`config.mk`:
```
export PLATFORM = sky130hd
export DESIGN_NAME = ising_run_ctrl
export DESIGN_NICKNAME = d
export VERILOG_FILES = /design/src/rtl/ising_run_ctrl.sv
export SDC_FILE = /design/constraint.sdc
export NUM_CORES = 1
export LEC_CHECK = 0
export BUFFER_PORTS_ARGS = -buffer_cell sky130_fd_sc_hd__buf_2
export CAP_MARGIN = 20
export CORE_MARGIN = 2
export CORE_UTILIZATION = 40
export DETAILED_ROUTE_END_ITERATION = 7
export GPL_TIMING_DRIVEN = 0
export PLACE_DENSITY = 0.66
export SLEW_MARGIN = 5
export SYNTH_ARGS = -nofsm -noshare
export SYNTH_HDL_FRONTEND = slang
export SYNTH_SLANG_ARGS = --single-unit
export TNS_END_PERCENT = 100
```
`constraint.sdc`:
```
create_clock -name clk -period 4.8 [get_ports clk]
set_input_delay 0 -clock clk [delete_from_list [all_inputs] [get_ports clk]]
set_output_delay 0 -clock clk [all_outputs]
set_load 0.02 [all_outputs]
```
`src/rtl/ising_run_ctrl.sv`:
```
// Run controller for an Ising oscillator core: weight loading, settle, timed run, phase capture.
// Define ISING_CTRL_WFIFO_EN to buffer weight writes in a 4-entry FIFO instead of one holding register.
module ising_run_ctrl #(
    parameter int N             = 3,
    parameter int SETTLE_CYCLES = 4
) (
    input  logic         clk,
    input  logic         rstn,
    input  logic         w_valid,
    output logic         w_ready,
    input  logic [31:0]  w_addr,
    input  logic [31:0]  w_data,
    input  logic         start_valid,
    output logic         start_ready,
    input  logic [31:0]  run_cycles,
    input  logic         abort,
    output logic         core_rstn,
    output logic         core_axi_rstn,
    output logic         core_wready,
    output logic [31:0]  core_wr_addr,
    output logic [31:0]  core_wdata,
    input  logic [N-1:0] core_phase,
    output logic [N-1:0] result,
    output logic         done,
    output logic         busy
);
    typedef enum logic [2:0] {
        S_IDLE    = 3'd0,
        S_SETTLE  = 3'd1,
        S_RUN     = 3'd2,
        S_CAPTURE = 3'd3,
        S_DONE    = 3'd4
    } state_t;

    localparam logic [31:0] SETTLE_LOAD = 32'(SETTLE_CYCLES - 1);

    state_t       r_state;
    state_t       w_next_state;
    logic [31:0]  r_cnt;
    logic [31:0]  r_run_len;
    logic         r_axi_rstn;
    logic         r_core_wready;
    logic [31:0]  r_core_wr_addr;
    logic [31:0]  r_core_wdata;
    logic [N-1:0] r_result;
    logic         w_is_idle;
    logic         w_wr_xfer;
    logic         w_start_xfer;
    logic         w_core_load;
    logic [31:0]  w_load_addr;
    logic [31:0]  w_load_data;
    logic         w_core_rstn;
    logic         w_busy;
    logic         w_done;

    assign w_is_idle    = (r_state == S_IDLE);
    assign w_wr_xfer    = w_valid && w_ready;
    assign w_start_xfer = start_valid && start_ready;

`ifdef ISING_CTRL_WFIFO_EN
    logic [31:0] r_fifo_addr [4];
    logic [31:0] r_fifo_data [4];
    logic [1:0]  r_wr_ptr;
    logic [1:0]  r_rd_ptr;
    logic [2:0]  r_count;
    logic        w_full;
    logic        w_empty;
    logic        w_push;
    logic        w_pop;
    logic        w_bypass;

    assign w_full      = (r_count == 3'd4);
    assign w_empty     = (r_count == 3'd0);
    assign w_ready     = r_axi_rstn && !w_full;
    // An idle controller with an empty FIFO forwards the write directly to keep one-cycle latency
    assign w_bypass    = w_wr_xfer && w_is_idle && w_empty;
    assign w_push      = w_wr_xfer && !w_bypass;
    assign w_pop       = w_is_idle && !w_empty;
    assign start_ready = r_axi_rstn && w_is_idle && w_empty && !r_core_wready && !w_valid;
    assign w_core_load = w_pop || w_bypass;
    assign w_load_addr = w_pop ? r_fifo_addr[r_rd_ptr] : w_addr;
    assign w_load_data = w_pop ? r_fifo_data[r_rd_ptr] : w_data;

    always_ff @(posedge clk or negedge rstn) begin
        if (!rstn) begin
            r_wr_ptr <= 2'd0;
            r_rd_ptr <= 2'd0;
            r_count  <= 3'd0;
        end else begin
            if (w_push) r_wr_ptr <= r_wr_ptr + 2'd1;
            if (w_pop)  r_rd_ptr <= r_rd_ptr + 2'd1;
            r_count <= r_count + {2'b00, w_push} - {2'b00, w_pop};
        end
    end

    always_ff @(posedge clk) begin
        if (w_push) begin
            r_fifo_addr[r_wr_ptr] <= w_addr;
            r_fifo_data[r_wr_ptr] <= w_data;
        end
    end
`else
    assign w_ready     = r_axi_rstn && w_is_idle;
    assign start_ready = r_axi_rstn && w_is_idle && !r_core_wready && !w_valid;
    assign w_core_load = w_wr_xfer;
    assign w_load_addr = w_addr;
    assign w_load_data = w_data;
`endif

    always_ff @(posedge clk or negedge rstn) begin
        if (!rstn) begin
            r_core_wready  <= 1'b0;
            r_core_wr_addr <= 32'd0;
            r_core_wdata   <= 32'd0;
        end else begin
            r_core_wready <= w_core_load;
            if (w_core_load) begin
                r_core_wr_addr <= w_load_addr;
                r_core_wdata   <= w_load_data;
            end
        end
    end

    always_ff @(posedge clk or negedge rstn) begin
        if (!rstn) begin
            r_state    <= S_IDLE;
            r_axi_rstn <= 1'b0;
        end else begin
            r_state    <= w_next_state;
            r_axi_rstn <= 1'b1;
        end
    end

    always_comb begin
        w_next_state = r_state;
        w_core_rstn  = 1'b0;
        w_busy       = 1'b0;
        w_done       = 1'b0;
        case (r_state)
            S_IDLE: begin
                if (w_start_xfer) w_next_state = S_SETTLE;
            end
            S_SETTLE: begin
                w_busy = 1'b1;
                if (abort)              w_next_state = S_IDLE;
                else if (r_cnt == 32'd0) w_next_state = S_RUN;
            end
            S_RUN: begin
                w_busy      = 1'b1;
                w_core_rstn = 1'b1;
                if (abort)              w_next_state = S_IDLE;
                else if (r_cnt == 32'd0) w_next_state = S_CAPTURE;
            end
            S_CAPTURE: begin
                w_busy       = 1'b1;
                w_core_rstn  = 1'b1;
                w_next_state = S_DONE;
            end
            S_DONE: begin
                w_done       = 1'b1;
                w_next_state = S_IDLE;
            end
            default: w_next_state = S_IDLE;
        endcase
    end

    // One down-counter serves both the settle and run windows; it is reloaded on the settle-to-run hop
    always_ff @(posedge clk or negedge rstn) begin
        if (!rstn) begin
            r_cnt     <= 32'd0;
            r_run_len <= 32'd0;
        end else if (w_start_xfer) begin
            r_cnt     <= SETTLE_LOAD;
            r_run_len <= (run_cycles == 32'd0) ? 32'd1 : run_cycles;
        end else if (r_state == S_SETTLE) begin
            r_cnt <= (r_cnt == 32'd0) ? (r_run_len - 32'd1) : (r_cnt - 32'd1);
        end else if (r_state == S_RUN && r_cnt != 32'd0) begin
            r_cnt <= r_cnt - 32'd1;
        end
    end

    always_ff @(posedge clk or negedge rstn) begin
        if (!rstn)                    r_result <= '0;
        else if (r_state == S_CAPTURE) r_result <= core_phase;
    end

    assign core_rstn     = w_core_rstn;
    assign core_axi_rstn = r_axi_rstn;
    assign core_wready   = r_core_wready;
    assign core_wr_addr  = r_core_wr_addr;
    assign core_wdata    = r_core_wdata;
    assign result        = r_result;
    assign done          = w_done;
    assign busy          = w_busy;

endmodule

```
Yosys cells after proc, flatten, opt, wreduce, memory -nomap -nowiden

Index checks and enable logic that the tools add are counted.

Bits of input ports: 104
Register bits: 136
Output and inout port bits: 74

Add/subtract/negate cells: 2
Mux-type cells: 14
Equal/unequal tests: 7
Reduce and logical (&&, ||, !) cells: 16

Operators by type and width:

| cell                                                                  | number |
|---|---|
| 32-bit two-way mux                                                    | 5 |
| 32-bit logical NOT                                                    | 2 |
| 32-bit by 1-bit subtractor with 32-bit output (second input constant) | 2 |
| 32-bit nonzero test                                                   | 1 |
| 3-bit two-way mux                                                     | 5 |
| 3-bit case mux with 4 select lines                                    | 1 |
| 3-bit by 2-bit == test with 1-bit output (second input constant)      | 2 |
| 1-bit logical AND                                                     | 6 |
| 3-bit != test (second input constant)                                 | 2 |
| 3-bit by 1-bit == test with 1-bit output (second input constant)      | 1 |
| 3-bit == test (second input constant)                                 | 1 |
| 3-bit logical NOT                                                     | 1 |
| 1-bit two-way mux                                                     | 3 |
| 3-bit AND reduction                                                   | 1 |
| 3-bit nonzero test                                                    | 1 |
| 3-bit OR reduction                                                    | 1 |
| 1-bit logical NOT                                                     | 2 |
| 2-bit by 1-bit != test with 1-bit output (second input constant)      | 1 |
| 2-bit OR reduction                                                    | 1 |

Depth between registers and ports, before layout

Gate-level depths: netlist (run 1).

Depth in word-level cells: 7
Gate-level depth with buffers: 11

Worst setup path after synthesis (run 1)

OpenSTA, ideal clock, no wires.

Kind: reg2reg
Start: register r_state[2]
End: register r_cnt[24]
Required time: 4.674 ns
Setup slack: 1.491 ns
Arrival time: 3.183 ns
Stages on the path, launching flop included: 9
Setup time: 0.126 ns
Clock period less this slack: 3.309 ns
Path through: dfrtp_1 clkbuf_1 nor4b_1 nor3b_1 nand2_1 clkbuf_1 o211ai_1 a21oi_1 a221o_1

Word-level cells in the longest chain between the ends: 6

RTL lines:

| element                                                            | line | text |
|---|---|---|
| start, declared                                                    | 37   | `state_t r_state;` |
| start signal, assigned                                             | 129  | `r_state <= w_next_state;` |
| 3-bit logical NOT *                                                | 56   | `assign w_is_idle = (r_state == S_IDLE);` |
| 1-bit logical AND *                                                | --   |  |
| via w_ready                                                        | 10   | `output logic w_ready,` |
| 1-bit logical AND * (2 in a row)                                   | 104  | `assign start_ready = r_axi_rstn && w_is_idle && !r_core_wready && !w_valid;` |
| via start_ready                                                    | 14   | `output logic start_ready,` |
| 1-bit logical AND *                                                | 58   | `assign w_start_xfer = start_valid && start_ready;` |
| 3-bit nonzero test (no line) or 32-bit two-way mux (tied branches) | --   |  |
| end signal, assigned                                               | 176  | `r_cnt <= (r_cnt == 32'd0) ? (r_run_len - 32'd1) : (r_cnt - 32'd1);` |
| end signal, assigned                                               | 178  | `r_cnt <= r_cnt - 32'd1;` |
| end, declared                                                      | 39   | `logic [31:0] r_cnt;` |

The timed path passes the listed nets; every way through them passes the cells marked *.
A chain may end at the register's enable or synchronous reset.

Worst setup path in the final report (run 1)

Start: register r_state[2]
End: register r_cnt[9]

Word-level cells in the longest chain between the ends: 6

RTL lines:

| element                                                            | line |
|---|---|
| 3-bit logical NOT                                                  | 56 |
| 1-bit logical AND (3 in a row)                                     | 104 |
| 1-bit logical AND                                                  | 58 |
| 3-bit nonzero test (no line) or 32-bit two-way mux (tied branches) | -- |

Several ways; a longest one is shown, not always the timed one.

==> run_results.csv, run 1 <==
group,metric,value,unit
outcome,status,"finished, final reports clean",
sta,hold_viol_final,0,
synthesis,yosys-top-cells-area,"dfrtp_1 (51%), mux2_2 (16%), o21ai_0 (3.2%)",
global_route,first_global_vias,6219,
cts,clk_latency,0.42,ns
die,initial_core_util,40.6,%
placement,dp_cells,1003,
sta,setup_viol,0,
sta,fin_skew,0.0112,ns
sta,final.setup.tns,0,ns
cts,postCtsResizedCells,0,
placement,place.gp.congestion,0.912,
synthesis,yosysWarnings,0,
synthesis,syn_area_per_cell,11.1,sq um
cts,cts_root_buf,"clkbuf_16",
routing,vias_per_cell,5.29,
routing,firstDrtPassIters,5,
synthesis,synth_seq_cells,136,
pwr,total_leakage_power,0.00427,uW
sta,period_needed,3.36,ns
placement,io_buffer_count,177,
worst_setup_path,crit_family,"simple AND/OR/NAND/NOR gates",
cells_and_area,final_layout_size_suffix_gt1_share,36.5,%
cts,h-tree-depth,4,
global_route,grt_start_max_net_pins,86,
synthesis,synthCells,605,
routing,vias,6010,
cells_and_area,final_util,57.6,%
cts,cts_buffers,17,
worst_setup_path,ff2ff_setup_slack,1.44,ns
sta,max_slew.worst_pin.slew,0.791,ns
die,die_x,133,microns
pwr,p_per_area,393,mW/mm^2
synthesis,synthArstFlopShare,100,%
synthesis,synth-seq-area-share,50.9,%
cts,post-cts-setup-buffers,0,
cts,clock_sinks,136,
worst_setup_path,critical_path.endpoint_type,"flip-flop",
cts,clk_pin_slew,0.06,ns
cts,tritoncts,"done",
routing,dr.first_iter.drc_count,350,
worst_setup_path,cp_cell_sequence,"clkbuf_1 > nor4b_1 > nor3b_1 > nand2_1 > clkbuf_1 > clkbuf_1 > nand3_1 > o21ai_0",
synthesis,synth_nets,712,
worst_setup_path,worst_setup_path_start_kind,"flip-flop",
sta,layout_worst_path_cycle_share,70.1,%
placement,dp_hpwl,12600,microns
die,design.die.area,0.0178,sq mm
worst_setup_path,cp_max_fo,10,
global_route,grt_pass1_wl,31600,microns
pwr,ir_worst_vdd,0.000249,V
worst_setup_path,cpMaxStageDelayCell,"nor3b_1",
routing,drc,0,
worst_setup_path,path_buf_inv,3,
die,core_area,0.0165,sq mm
synthesis,netlist_area,0.00669,sq mm
synthesis,synth_top_area_share,50.9,%
worst_setup_path,reg2reg_from,"r_state[2]$_DFFE_PN0P_",
sta,maxSlewViolCount,0,
synthesis,yosysUniqueCellTypes,57,
synthesis,synth_top_flop_cell,"dfrtp_1",
synthesis,yosysTopAreaCell,"dfrtp_1",
sta,rsz0062_at_grt,"no",
cells_and_area,fin_cells,1137,
cts,cts_hold_buf,101,
worst_setup_path,cp_data_required_time,5.10,ns
worst_setup_path,rr_worst_depth,8,
cells_and_area,synthToLayoutAreaGrowth,41.8,%
sta,fmax,297,MHz
synthesis,synth_edf_count,0,
synthesis,yosysMostFrequentCell,"dfrtp_1",
min_path,hold_end,"r_cnt[23]$_DFFE_PN0P_",
min_path,holdPathStages,3,
worst_setup_path,arrival,3.66,ns
worst_setup_path,cp.depth,8,
worst_setup_path,critPathKind,"reg2reg",
die,io_pins,178,
global_route,antenna_found_initial,0,
routing,wirelength,18900,microns
global_route,overflow,0,
routing,antenna_left,0,
min_path,min-delay-start,"start_valid",
global_route,track_usage,22.2,%
worst_setup_path,cp_common_cell,"clkbuf_1",
min_path,min_path_type,"in2reg",
die,fp.dieH,133,microns
worst_setup_path,cp_slowest_stage_delay,0.69,ns
cts,clk_path_buf_depth,2,
routing,wl_per_cell,16.6,microns
job,maxCapViolations,0,
die,core.rowCount,47,
sta,relSlewSlack,46.5,%
cells_and_area,nets,1010,
synthesis,synth_top_cells_by_count,"dfrtp_1 (136), mux2_2 (98), nor2_1 (48)",
worst_setup_path,r2r_end,"r_cnt[9]$_DFFE_PN0P_",
pwr,p_total,3730,uW
==> logic make-up after synthesis <==
logic type               count (synthesis)  share of synthesized area [%]
adder cells (fa/ha/maj)                  3                          0.561
multiplexers                            99                           16.6
other                                    1                         0.0561
AO/OA/AOI/OAI                          102                           9.15
XOR/XNOR                                29                           3.80
buffers and inverters                   39                           2.66
flip-flops                             136                           50.9
AND/OR/NAND/NOR                        196                           16.3
==> worst max path at each step <==
| stage | from | endpoint | slack (ns) |
|---|---|---|---|
| after floorplan | r_state[2]$_DFFE_PN0P_ | r_cnt[24]$_DFFE_PN0P_ | 1.49 |
| after global placement | r_state[2]$_DFFE_PN0P_ | r_cnt[9]$_DFFE_PN0P_ | 1.45 |
| after detailed placement | r_state[2]$_DFFE_PN0P_ | r_cnt[10]$_DFFE_PN0P_ | 1.40 |
| after CTS | r_state[2]$_DFFE_PN0P_ | r_cnt[10]$_DFFE_PN0P_ | 1.38 |
| after global routing | r_state[2]$_DFFE_PN0P_ | r_cnt[10]$_DFFE_PN0P_ | 1.12 |
| final | r_state[2]$_DFFE_PN0P_ | r_cnt[9]$_DFFE_PN0P_ | 1.44 |
==> sequential cells by signal (all words and copies together) (netlist names) <==
name           count
core_wdata        32
core_wr_addr      32
r_cnt             32
r_run_len         32
r_state            3
result             3
core_axi_rstn      1
core_wready        1
==> cell type report <==
cell class	count	area, sq um
Fill cell	1393	6980
Antenna cell	1	2.50
Timing Repair Buffer	279	1930
Tap cell	220	275
Buffer	30	144
Clock buffer	20	457
Inverter	9	33.8
Clock inverter	12	129
Multi-Input combinational cell	430	3110
Sequential cell	136	3400
==> tightest hold or removal path, delay by kind of cell <==
family / cells / cell delay [ns]
buffers and inverters: 1 / 0.11
AOI/OAI and AO/OA: 2 / 0.33
==> metrics by stage <==
| stage | hold slack, ns | instance area (sq um) | setup WS [ns] |
|---|---|---|---|
| 2_1_floorplan | -0.296 | 6690 | 1.49 |
| 5_1_grt | 0.0855 | 9480 | 1.12 |
| 3_3_place_gp | 0.189 | 7850 | 1.45 |
| 6_report | 0.0690 | 9480 | 1.44 |
| 3_5_place_dp | -0.00811 | 7880 | 1.40 |
| 4_1_cts | 0.0588 | 9480 | 1.38 |
==> routing by layer <==
metal,wire [microns],GRT usage [%],up-vias
li1,-,-,2813
met3,1250,4.79,39
met4,388,7.45,0
met5,0,0,-
met2,9200,36.9,253
met1,8080,29.1,2905
==> layout by cell type (no fill, tap or decap), types with 3 or more instances in the layout <==
| cell | n |
|---|---|
| buf_2 | 182 |
| dfrtp_1 | 136 |
| dlygate4sd3_1 | 101 |
| mux2_2 | 98 |
| nor2_1 | 48 |
| o21ai_0 | 43 |
| nor4_1 | 27 |
| a21oi_1 | 26 |
| nand2_1 | 25 |
| nor3_1 | 25 |
| clkbuf_1 | 20 |
| xor2_1 | 19 |
| nand3_1 | 17 |
| clkbuf_16 | 17 |
| xnor2_1 | 10 |
| inv_1 | 9 |
| or3_1 | 9 |
| or4_1 | 7 |
| nand2b_1 | 6 |
| nor4b_1 | 5 |
| or2_2 | 5 |
| inv_6 | 5 |
| nand4_1 | 4 |
| buf_6 | 4 |
| a31oi_1 | 4 |
| o21ai_1 | 4 |
| a21o_1 | 3 |
| o211ai_1 | 3 |
| a22o_1 | 3 |
| ha_1 | 3 |
==> power by group <==
group / internal, uW / leakage [uW] / switching, uW / total [uW]
combinational: 420 / 0.00233 / 469 / 889
sequential: 1350 / 0.00166 / 187 / 1540
clock: 757 / 0.000282 / 542 / 1300
(Power assumes the default switching activity.)
==> run 2: changes to the inputs <==
- ABC_AREA: unset -> 1
- PLACE_DENSITY: 0.66 -> 0.68
- clock period: 4.8 -> 2.9 ns (I/O delays scaled with it)
==> run 2 against run 1 <==
Compared with the run above: sequential share of layout area shrank 2.6 points; critical path depth grew 3; area after synthesis grew 10%; clock power grew 74%; first-iteration DRC count grew 16%; worst setup slack lost 0.67 ns; global-route usage grew 0.12 points; wire length grew 13%; synthesized cell count grew 48%; sequential power grew 120%; via count grew 17%.
==> run_results.csv, run 2 <==
group,metric,value,unit
global_route,grt_pass1_wl,35000,microns
cts,tritoncts,"done",
cells_and_area,finish.instance_area,0.0102,sq mm
routing,vias,7054,
worst_setup_path,cp_data_required_time,3.22,ns
global_route,overflow,0,
pwr,p_per_area,1060,mW/mm^2
pwr,total_leakage_power,0.00513,uW
synthesis,syn_area_per_cell,8.21,sq um
global_route,antenna_found_initial,1,
worst_setup_path,cpMaxStageDelayCell,"nor2_1",
die,io_pins,178,
worst_setup_path,ff2ff_setup_slack,0.76,ns
synthesis,yosysTopAreaCell,"dfrtp_1",
synthesis,yosys-top-cells-area,"dfrtp_1 (46%), nand2_1 (13%), mux2_2 (9.8%)",
worst_setup_path,critical_path.endpoint_type,"flip-flop",
worst_setup_path,r2r_end,"r_cnt[28]$_DFFE_PN0P_",
synthesis,netlist_area,0.00737,sq mm
synthesis,yosysUniqueCellTypes,33,
global_route,first_global_vias,7076,
die,initial_core_util,40.9,%
die,core.rowCount,49,
synthesis,yosysMostFrequentCell,"nand2_1",
cts,post-cts-setup-buffers,0,
worst_setup_path,cp_slowest_stage_delay,0.41,ns
placement,dp_cells,1304,
sta,layout_worst_path_cycle_share,73.6,%
die,fp.dieH,140,microns
synthesis,synth-seq-area-share,46.2,%
worst_setup_path,reg2reg_from,"r_cnt[0]$_DFFE_PN0P_",
global_route,track_usage,22.3,%
routing,dr.first_iter.drc_count,405,
worst_setup_path,critPathKind,"reg2reg",
sta,fin_skew,0.00901,ns
worst_setup_path,rr_worst_depth,11,
routing,drc,0,
placement,io_buffer_count,177,
placement,place_ws,0.794,ns
cts,cts_root_buf,"clkbuf_16",
cts,cts_buffers,17,
cells_and_area,final_layout_size_suffix_gt1_share,26.1,%
routing,wl_per_cell,14.9,microns
pwr,ir_worst_vdd,0.000578,V
routing,vias_per_cell,4.90,
sta,max_slew.worst_pin.slew,0.674,ns
sta,final.setup.tns,0,ns
synthesis,synth_edf_count,0,
worst_setup_path,path_buf_inv,1,
synthesis,synth_top_flop_cell,"dfrtp_1",
placement,dpl_cell_area,0.00857,sq mm
sta,fmax,468,MHz
synthesis,synth_top_area_share,46.2,%
cells_and_area,synthToLayoutAreaGrowth,38.7,%
sta,setup_ws,0.764,ns
placement,dp_hpwl,15200,microns
global_route,grt_start_max_net_pins,73,
routing,antenna_left,0,
synthesis,synthArstFlopShare,100,%
worst_setup_path,crit_family,"simple AND/OR/NAND/NOR gates",
routing,wirelength,21500,microns
cts,clk_path_buf_depth,2,
worst_setup_path,cp_max_fo,6,
outcome,status,"finished, final reports clean",
placement,place.gp.congestion,0.939,
die,die_x,140,microns
worst_setup_path,cp_cell_sequence,"inv_1 > ha_1 > nand2_1 > nor2_1 > nand2_1 > nor2_1 > nand2_1 > a21oi_1 > nor2_1 > nand2_1 > nand2_1",
die,core_area,0.0180,sq mm
cells_and_area,layout_commonest_cell,"nand2_1",
cts,clock_sinks,136,
synthesis,yosysWarnings,0,
job,maxCapViolations,0,
cts,clk_latency,0.42,ns
sta,setup_viol,0,
synthesis,synth_seq_cells,136,
cells_and_area,nets,1303,
cells_and_area,layout_common_cells,"nand2_1 (251), buf_2 (183), dfrtp_1 (136)",
synthesis,synth_top_cells_by_count,"nand2_1 (251), dfrtp_1 (136), nor2_1 (130)",
cells_and_area,fin_cells,1439,
min_path,min_path_type,"in2async",
worst_setup_path,worst_setup_path_start_kind,"flip-flop",
synthesis,synthCells,897,
worst_setup_path,arrival,2.46,ns
cts,clk_pin_slew,0.07,ns
sta,maxSlewViolCount,0,
synthesis,synth_nets,1004,
routing,firstDrtPassIters,5,
worst_setup_path,cp_common_cell,"nand2_1",
sta,period_needed,2.14,ns
sta,rsz0062_at_grt,"no",
sta,relSlewSlack,55.1,%
cts,h-tree-depth,4,
die,design.die.area,0.0195,sq mm
sta,hold_viol_final,0,
-- run 2: worst max-delay path by stage --
stage,start,to,slack (ns),cells after the start
after floorplan,r_cnt[0]$_DFFE_PN0P_,r_cnt[28]$_DFFE_PN0P_,1.16,11
after global placement,rstn,r_run_len[20]$_DFFE_PN0N_,-0.09,1
after detailed placement,r_cnt[0]$_DFFE_PN0P_,r_cnt[28]$_DFFE_PN0P_,0.79,11
after CTS,r_cnt[0]$_DFFE_PN0P_,r_cnt[28]$_DFFE_PN0P_,0.78,11
after global routing,r_cnt[0]$_DFFE_PN0P_,r_cnt[28]$_DFFE_PN0P_,0.56,11
final,r_cnt[0]$_DFFE_PN0P_,r_cnt[28]$_DFFE_PN0P_,0.76,11
-- run 2: area by class of cell --
class / instances / area [sq um]
clock inverters: 15 / 198
plain buffers: 24 / 155
clock buffers: 17 / 425
multi-input cells: 668 / 3550
fillers: 1630 / 7810
diodes: 1 / 2.50
repair buffers: 280 / 1940
inverters: 69 / 260
flip-flops and latches: 136 / 3400
well taps: 229 / 287
-- run 2: metal layers --
layer  global-route usage, %  share of wire [%]
met3                    4.06                3.7
met1                    28.6                 44
met5                       0                  0
met2                    37.3                 49
met4                    9.37                3.0
-- run 2: cell families (layout without fill, tap and decap cells) --
logic type | after synthesis | in the layout | synth area share [%]
simple gates | 498 | 498 | 28.4
flops | 136 | 136 | 46.2
buf+inv | 93 | 405 | 5.64
compound gates | 65 | 65 | 5.05
mux | 64 | 64 | 9.78
xor+xnor | 37 | 37 | 4.40
fa+ha+maj | 3 | 3 | 0.510
other cells | 1 | 2 | 0.0509
-- run 2: worst register-to-register path, delay by kind of cell (launching register included) --
| kind | cells | cell delay (ns) |
|---|---|---|
| buf+inv | 1 | 0.14 |
| flops | 1 | 0.40 |
| fa+ha+maj | 1 | 0.24 |
| simple gates | 8 | 1.10 |
| compound gates | 1 | 0.14 |
-- run 2: timing repair --
item	CTS	global route
resized for setup	0	0
endpoints found under the setup margin	0	0
hold buffers	102	0
hold endpoints to repair	175	0
-- run 2: report_power, final --
part / switching, uW / internal, uW
Combinational: 3130 / 1950
Sequential: 695 / 2750
Clock: 1000 / 1250
-- run 2: stage by stage --
stage,utilization [%],hold slack (ns),power [uW]
after floorplan,-,-0.296,6880
after global routing,56.7,0.235,11600
after CTS,56.7,0.184,10800
after detailed placement,47.6,0.0725,8400
after global placement,47.4,0.209,8290
final,56.7,0.163,10800
